## src/rtl/aes_dom_share_sequencer.sv

```systemverilog
// Host-side share sequencer for the byte-serial DOM AES core: masks PT/key bytes, feeds randomness, recombines CT.
// Latency: accept -> CoreStart 1 cycle; last ciphertext byte -> OutValid 1 cycle; WAIT aborts after TIMEOUT cycles.
// Backpressure: InReady only in IDLE; result held stable in HOLD until OutReady, new jobs refused meanwhile.
module aes_dom_share_sequencer #(
    parameter int          N_SHARE   = 1,
    parameter logic [63:0] LFSR_SEED = 64'hACE1_2468_1357_BDF0,
    parameter int          TIMEOUT   = 1023
) (
    input  logic                     ClkxCI,
    input  logic                     RstxBI,
    input  logic                     InValidxSI,
    output logic                     InReadyxSO,
    input  logic [127:0]             PtxDI,
    input  logic [127:0]             KeyxDI,
    output logic                     OutValidxSO,
    input  logic                     OutReadyxSI,
    output logic [127:0]             CtxDO,
    output logic                     ErrxSO,
    input  logic                     ReseedxSI,
    input  logic [63:0]              SeedxDI,
    output logic                     CoreStartxSO,
    output logic [8*(N_SHARE+1)-1:0] CorePtxDO,
    output logic [8*(N_SHARE+1)-1:0] CoreKxDO,
    output logic [17:0]              CoreZxDO,
    output logic [19:0]              CoreBxDO,
    input  logic                     CoreDonexSI,
    input  logic [8*(N_SHARE+1)-1:0] CoreCxDI
);
    localparam int          WCW      = $clog2(TIMEOUT + 1);
    localparam logic [63:0] LFSR_TAP = 64'hD800_0000_0000_0000;

    typedef enum logic [2:0] {
        Idle,
        Load,
        Wait,
        Unload,
        Hold
    } state_t;

    state_t            stateQ, stateD;
    logic [3:0]        byteCntQ, byteCntD;
    logic [WCW-1:0]    waitCntQ, waitCntD;
    logic [3:0]        byteIdx;
    logic              captureJob, captureCt, setErr;

    logic [15:0][7:0]  ptQ, keyQ, ctQ;
    logic              errQ;
    logic [63:0]       lfsrQ, lfsrNext;
    logic [17:0]       zQ;
    logic [19:0]       bQ;
    logic [7:0]        ptMaskQ, keyMaskQ;
    logic [7:0]        ctByte;

    // Packed byte 15 is the MSB, i.e. host byte 0.
    assign byteIdx = 4'd15 - byteCntQ;

    assign lfsrNext = {1'b0, lfsrQ[63:1]} ^ (lfsrQ[0] ? LFSR_TAP : 64'd0);

    always_ff @(posedge ClkxCI) begin
        if (!RstxBI) begin
            stateQ   <= Idle;
            byteCntQ <= '0;
            waitCntQ <= '0;
        end else begin
            stateQ   <= stateD;
            byteCntQ <= byteCntD;
            waitCntQ <= waitCntD;
        end
    end

    always_comb begin
        stateD       = stateQ;
        byteCntD     = byteCntQ;
        waitCntD     = waitCntQ;
        InReadyxSO   = 1'b0;
        OutValidxSO  = 1'b0;
        CoreStartxSO = 1'b0;
        captureJob   = 1'b0;
        captureCt    = 1'b0;
        setErr       = 1'b0;
        unique case (stateQ)
            Idle: begin
                InReadyxSO = 1'b1;
                if (InValidxSI) begin
                    captureJob = 1'b1;
                    byteCntD   = '0;
                    stateD     = Load;
                end
            end
            Load: begin
                CoreStartxSO = (byteCntQ == 4'd0);
                byteCntD     = byteCntQ + 4'd1;
                if (byteCntQ == 4'd15) begin
                    waitCntD = '0;
                    stateD   = Wait;
                end
            end
            Wait: begin
                // Done wins over a coincident timeout: the result is already on the bus.
                if (CoreDonexSI) begin
                    captureCt = 1'b1;
                    byteCntD  = 4'd1;
                    stateD    = Unload;
                end else if (waitCntQ == WCW'(TIMEOUT)) begin
                    setErr = 1'b1;
                    stateD = Idle;
                end else begin
                    waitCntD = waitCntQ + WCW'(1);
                end
            end
            Unload: begin
                captureCt = 1'b1;
                byteCntD  = byteCntQ + 4'd1;
                if (byteCntQ == 4'd15) begin
                    stateD = Hold;
                end
            end
            Hold: begin
                OutValidxSO = 1'b1;
                if (OutReadyxSI) begin
                    stateD = Idle;
                end
            end
            default: stateD = Idle;
        endcase
    end

    // All shares of one byte are folded in the same cycle they arrive.
    always_comb begin
        ctByte = '0;
        for (int s = 0; s <= N_SHARE; s++) begin
            ctByte = ctByte ^ CoreCxDI[8*s +: 8];
        end
    end

    always_ff @(posedge ClkxCI) begin
        if (!RstxBI) begin
            lfsrQ    <= LFSR_SEED;
            zQ       <= '0;
            bQ       <= '0;
            ptMaskQ  <= '0;
            keyMaskQ <= '0;
            ptQ      <= '0;
            keyQ     <= '0;
            ctQ      <= '0;
            errQ     <= 1'b0;
        end else begin
            lfsrQ    <= (ReseedxSI && (SeedxDI != 64'd0)) ? SeedxDI : lfsrNext;
            zQ       <= lfsrQ[17:0];
            bQ       <= lfsrQ[37:18];
            ptMaskQ  <= lfsrQ[45:38];
            keyMaskQ <= lfsrQ[53:46];
            if (captureJob) begin
                ptQ  <= PtxDI;
                keyQ <= KeyxDI;
            end
            if (captureCt) begin
                ctQ[byteIdx] <= ctByte;
            end
            if (captureJob) begin
                errQ <= 1'b0;
            end else if (setErr) begin
                errQ <= 1'b1;
            end
        end
    end

    // Only first-order masking has randomness wired; higher shares stay zero.
    always_comb begin
        CorePtxDO = '0;
        CoreKxDO  = '0;
        if (stateQ == Load) begin
            CorePtxDO[15:8] = ptMaskQ;
            CorePtxDO[7:0]  = ptQ[byteIdx] ^ ptMaskQ;
            CoreKxDO[15:8]  = keyMaskQ;
            CoreKxDO[7:0]   = keyQ[byteIdx] ^ keyMaskQ;
        end
    end

    assign CoreZxDO = zQ;
    assign CoreBxDO = bQ;
    assign CtxDO    = ctQ;
    assign ErrxSO   = errQ;

endmodule

```

## config.mk

```make
export PLATFORM = sky130hd
export DESIGN_NAME = aes_dom_share_sequencer
export DESIGN_NICKNAME = d
export VERILOG_FILES = /design/src/rtl/aes_dom_share_sequencer.sv
export SDC_FILE = /design/constraint.sdc
export NUM_CORES = 1
export LEC_CHECK = 0
export ABC_AREA = 0
export BUFFER_PORTS_ARGS = -buffer_cell sky130_fd_sc_hd__buf_2
export CAP_MARGIN = 10
export CORE_UTILIZATION = 25
export CTS_CLUSTER_SIZE = 28
export DETAILED_ROUTE_END_ITERATION = 8
export HOLD_SLACK_MARGIN = 0.15
export PLACE_DENSITY_LB_ADDON = 0.25
export SLEW_MARGIN = 20
export SYNTH_ARGS = -nofsm -noshare
export SYNTH_HDL_FRONTEND = slang
export SYNTH_SLANG_ARGS = --single-unit
```

## constraint.sdc

```tcl
create_clock -name ClkxCI -period 4.9 [get_ports ClkxCI]
set_input_delay 0.735 -clock ClkxCI [delete_from_list [all_inputs] [get_ports ClkxCI]]
set_output_delay 0.735 -clock ClkxCI [all_outputs]
set_load 0.03 [all_outputs]
```

**After elaboration in Yosys (flattened, before gate mapping)**

Index checks and enable logic that the tools add are counted.

- Register bits: 520
- Input port bits: 342
- Output and inout port bits: 202
- Word-level logic and storage cells: 128

- $add $sub $neg: 3
- Order comparisons: 2
- Eq/ne operators: 14
- Muxes and demuxes: 35
- Bitwise operators: 5
- Reductions and logical operators: 12

Operator list:

| operator | number |
|---|---|
| 128-bit bitwise mux | 1 |
| 64-bit 2-to-1 mux | 2 |
| 8-bit binary-select mux with 4-bit select | 2 |
| 64-bit nonzero test | 1 |
| 63-bit by 64-bit XOR with 64-bit output | 1 |
| 8-bit demux with 4-bit select | 1 |
| 16-bit 2-to-1 mux | 2 |
| 10-bit 2-to-1 mux | 3 |
| 8-bit 2-to-1 mux | 3 |
| 8-bit XOR | 3 |
| 10-bit case mux with 2 select lines | 1 |
| 3-bit 2-to-1 mux | 6 |
| 3-bit case mux with 5 select lines | 1 |
| 2-bit != test (second input constant) | 7 |
| 4-bit case mux with 3 select lines | 1 |
| 10-bit by 1-bit adder with 10-bit output (second input constant) | 1 |
| 10-bit equality test (second input constant) | 1 |
| 1-bit 2-to-1 mux | 9 |
| 4-bit 2-to-1 mux | 2 |
| 3-bit by 2-bit equality test with 1-bit output (second input constant) | 2 |
| 4-bit by 5-bit < comparator with 1-bit output (second input constant) | 1 |
| 5-bit AND reduction | 1 |
| 4-bit by 1-bit adder with 4-bit output (second input constant) | 1 |
| 4-bit equality test (second input constant) | 1 |
| other kinds (15) | 17 |

**Depth between registers and ports, before layout**

- Depth in word-level cells: 6
- Mapped depth: 10
- Mapped depth without buffers: 6

**Worst setup path after synthesis**

No wires, ideal clock.

- Path type: reg-to-output
- Start: register byteCntQ[1]
- End: output port CorePtxDO[1]
- Data arrival time: 2,089 ps
- Required time: 4,165 ps
- Path slack: 2,076 ps
- Cell stages (with the launch flop): 8
- Cell sequence: dfxtp_1 clkbuf_8 clkbuf_1 mux4_2 a22o_1 a221oi_2 xor2_1 nor2_1

- Cells in the longest elaborated chain, start to end: 5

Ends and longest elaborated chain:

| element | line | RTL |
|---|---|---|
| start: declaration | 41 | `logic [3:0] byteCntQ, byteCntD;` |
| start signal: assignment | 66 | `byteCntQ <= byteCntD;` |
| 4-bit subtractor | 55 | `assign byteIdx = 4'd15 - byteCntQ;` |
| 8-bit binary-select mux with 4-bit select | 174 | `CorePtxDO[7:0] = ptQ[byteIdx] ^ ptMaskQ;` |
| 8-bit 2-to-1 mux (implied by the code) | 174 |  |
| 8-bit XOR | 174 |  |
| 16-bit 2-to-1 mux | 172 | `if (stateQ == Load) begin` |
| end: declaration | 22 | `output logic [8*(N_SHARE+1)-1:0] CorePtxDO,` |

Every way passes these cells. The select of a mux whose other input is x is not followed.

**Worst setup path after layout**

- Start: register byteCntQ[0]
- End: output port CoreKxDO[1]

- Cells in the longest elaborated chain, start to end: 5

Ends and longest elaborated chain:

| element | line | RTL |
|---|---|---|
| 4-bit subtractor | 55 |  |
| 8-bit binary-select mux with 4-bit select | 176 | `CoreKxDO[7:0] = keyQ[byteIdx] ^ keyMaskQ;` |
| 8-bit 2-to-1 mux (implied by the code) | 176 |  |
| 8-bit XOR | 176 |  |
| 16-bit 2-to-1 mux | 172 |  |
| end: declaration | 23 | `output logic [8*(N_SHARE+1)-1:0] CoreKxDO,` |

Every way passes these cells. The select of a mux whose other input is x is not followed.

==> flow_summary_export.csv <==
group,metric,value,unit
setup_path,rr_endpoint,"CtxDO[2]",
power_and_ir_drop,p_seq_share,45.3,%
power_and_ir_drop,switching_share,27.2,%
clocking,cts_tree,"done",
power_and_ir_drop,p_leak,0.0128,uW
clocking,clk_pin_slew,0.06,ns
finish,finalNetCount,3046,
yosys,synthArstFlopShare,0,%
grt,grt_pass1_wl,111,mm
setup_path,r2r_cells,4,
setup_path,cp.depth,7,
sta,finalMaxSlewViolations,0,
routing,routed_wirelength,76.4,mm
yosys,ys_ff_latch,520,
setup_path,crit-reg2reg-launch,"byteCntQ[2]",
grt,antenna_found_initial,9,
clocking,root_buffer,"clkbuf_16",
setup_path,cpPeakStageDelay,0.97,ns
sta,finalCriticalPeriod,4.31,ns
clocking,post_cts_buffers,0,
floorplanning,die_w,294,um
yosys,yosys_warnings,0,
routing,vias,17700,
sta,worstMarginPinSlew,1.10,ns
floorplanning,die_area,0.0865,mm^2
worst_hold_path,hp-class,"input port to flip-flop",
floorplanning,num_rows,106,
sta,setup_viol,0,
power_and_ir_drop,p_int,7480,uW
routing,drc,0,
sta,clock_skew,0.0228,ns
sta,finalHoldViolCount,0,
routing,firstDrtPassIters,4,
setup_path,r2r_slack,2.14,ns
place,portBuffers,543,
clocking,ctsLongestPathBuffers,3,
yosys,synth-main-ff-cell,"dfxtp_1",
sta,max_freq,0.232,GHz
place,hpwl,55.8,mm
setup_path,startpoint,"byteCntQ[0]",
yosys,synth_fp_nets,2594,
grt,grt_max_degree,208,
yosys,synth_area,0.0213,mm^2
grt,grt_pass1_vias,16900,
yosys,synth_compound_area_share,18.4,%
setup_path,crit_path_top_delay_cell,"dfxtp_4",
clocking,cts_hold_repair.buffers,0,
yosys,synth_cells,2247,
finish,multi_input_area,0.00994,mm^2
routing,first_iter_violations,871,
setup_path,crit_type,"flip-flop to output port",
grt,globalRouteOverflowTotal,0,
floorplanning,core_area,0.0841,mm^2
setup_path,required,4.16,ns
finish,final_cell_mix,"nand2_1 (712), buf_2 (542), dfxtp_1 (518)",
place,globalplace.congestion,0.797,
sta,fin_crit_sh,88.0,%
yosys,yosys.cell_types.count,60,
setup_path,crit_family,"flip-flops",
sta,rsz0062_at_grt,"false",
sta,max_slew_margin,26.3,%
yosys,synth_fa_ha_area_share,0.293,%
power_and_ir_drop,power_switching,2790,uW
routing,avgRoutedWirePerCell,19.7,um
place,dpl_cell_area,0.0249,mm^2
yosys,synth.area.mux_share,8.51,%
power_and_ir_drop,ir_drop,0.187,mV
setup_path,crit_buf_inv,2,
finish,fill_cells,8978,
floorplanning,die_y,294,um
finish,area_growth,25.6,%
place,dp_cells,3771,
yosys,synth-xor-area-share,1.40,%
floorplanning,start_util,25.4,%
sta,tns,0,ns
finish,final_common_cell,"nand2_1",
power_and_ir_drop,share_comb_of_total_power,12.4,%
setup_path,endpoint,"CoreKxDO[1]",
finish,seq_area,0.0104,mm^2
clocking,cts_sinks,520,
yosys,avgSynthCellArea,9.50,um^2
clocking,cts_resized,0,
setup_path,cp.arrival,3.58,ns
finish,finalInstanceArea,0.0268,mm^2
finish,drive_above_1_share,27.7,%
finish,fin_util,31.9,%
grt,grt_use_total,17.1,%
floorplanning,ioPinCount,544,
outcome,status,"complete, no violations",
power_and_ir_drop,p_per_area,383,mW/mm^2
routing,final_antenna_net_count,0,
setup_path,crit_path_start_kind,"flip-flop",
clocking,clk_latency,0.61,ns
clocking,htree_levels,2,
flow_run,max_cap_violations,0,
finish,instances_no_fill,3879,
routing,viasPerCell,4.55,
yosys,synth-edff-count,0,
setup_path,cp-end-kind,"output port",
power_and_ir_drop,clockPowerShare,42.4,%
setup_path,path_max_fanout,51,
yosys,synth_top_family_by_area,"compound AO/OA/AOI/OAI gates",
yosys,yosys.area_share.simple,17.4,%
clocking,cts_inserted_buffers,60,
yosys,ys_seq_area_share,48.8,%
setup_path,path_cells,"buf_4 -> mux4_2 -> a22o_1 -> a221oi_2 -> xor2_1 -> nor2_1 -> buf_2",
==> sequential cells by signal, summed over array words and instances, names as in the netlist <==
signal / count
byteCntQ: 4
ptMaskQ: 8
keyQ: 128
stateQ: 3
keyMaskQ: 8
CoreZxDO: 18
CtxDO: 128
ErrxSO: 1
CoreBxDO: 20
waitCntQ: 10
lfsrQ: 64
ptQ: 128
==> per-layer routing <==
layer	vias up	track usage [%]	routed length [um]
met3	90	3.89	4780
met4	6	3.98	1410
li1	8597	-	-
met5	-	0	48
met2	492	27.5	35000
met1	8481	23.0	35100
==> through the flow <==
| stage | power (uW) | hold slack, ns | worst slack (ns) |
|---|---|---|---|
| floorplan | 5470 | 0.400 | 2.08 |
| global placement | 6040 | 0.409 | 1.15 |
| detailed placement | 6040 | 0.415 | 1.12 |
| CTS | 10400 | 0.311 | 0.457 |
| global route | 10700 | 0.330 | 0.319 |
| finish | 10300 | 0.358 | 0.586 |
==> power groups by stage <==
| stage | clock network [uW] | registers, uW | logic, uW |
|---|---|---|---|
| floorplan | 0 | 4670 | 803 |
| global placement | 0 | 4750 | 1290 |
| detailed placement | 0 | 4750 | 1290 |
| CTS | 4500 | 4660 | 1300 |
| global route | 4670 | 4680 | 1400 |
| finish | 4350 | 4650 | 1270 |
==> final cells by class <==
class | instances | share of cell area, %
timing repair buffer | 573 | 11.2
sequential | 520 | 38.9
antenna | 3 | 0.0280
tap | 1134 | 5.29
inverter | 35 | 0.490
clock inverter | 16 | 0.532
clock buffer | 89 | 6.46
multi-input combinational | 1509 | 37.1
==> logic make-up (layout without fill, tap and decap cells) <==
kind of cell	after synthesis	count (layout)
compound gates	475	475
mux	97	97
flops	520	520
xor+xnor	34	34
fa+ha+maj	5	5
simple gates	898	898
other cells	0	3
buf+inv	218	713
==> synthesized netlist by cell type (8+ instances only) <==
library cell    n  area share, %
a22o_1         16           0.66
o21ai_0        11           0.26
inv_1          35           0.62
xnor2_1         8           0.33
nand4_1         8           0.23
mux4_1         12            1.5
o211a_1       128            6.0
and2_1         45            1.3
nor2_1         38           0.67
o21ai_1        27           0.63
clkbuf_1      111            2.0
mux2i_1        33            1.5
buf_2          40           0.94
nand2_1       713             13
a21boi_0      208            7.3
a221oi_2       16            1.1
nor4_1         16           0.47
dfxtp_1       520             49
clkbuf_8        8           0.52
nand3_1        40           0.94
mux4_2         52            5.5
a21boi_1       49            1.7
xor2_1         26            1.1
==> tightest hold or removal path, delay by kind of cell <==
| family | cells | cell delay [ns] |
|---|---|---|
| AOI/OAI and AO/OA | 1 | 0.05 |
| buffers and inverters | 1 | 0.10 |
| and+or+nand+nor | 1 | 0.05 |
==> worst min path at each step <==
| stage | startpoint | end | slack [ns] | depth (start not counted) |
|---|---|---|---|---|
| after floorplan | lfsrQ[34] | CoreBxDO[16] | 0.40 | 2 |
| after global placement | lfsrQ[4] | CoreZxDO[4] | 0.41 | 2 |
| after detailed placement | lfsrQ[34] | CoreBxDO[16] | 0.41 | 2 |
| after CTS | PtxDI[53] | ptQ[53] | 0.31 | 3 |
| after global routing | PtxDI[53] | ptQ[53] | 0.33 | 3 |
| final | PtxDI[53] | ptQ[53] | 0.36 | 3 |
Power figures use the tool's default switching activity.
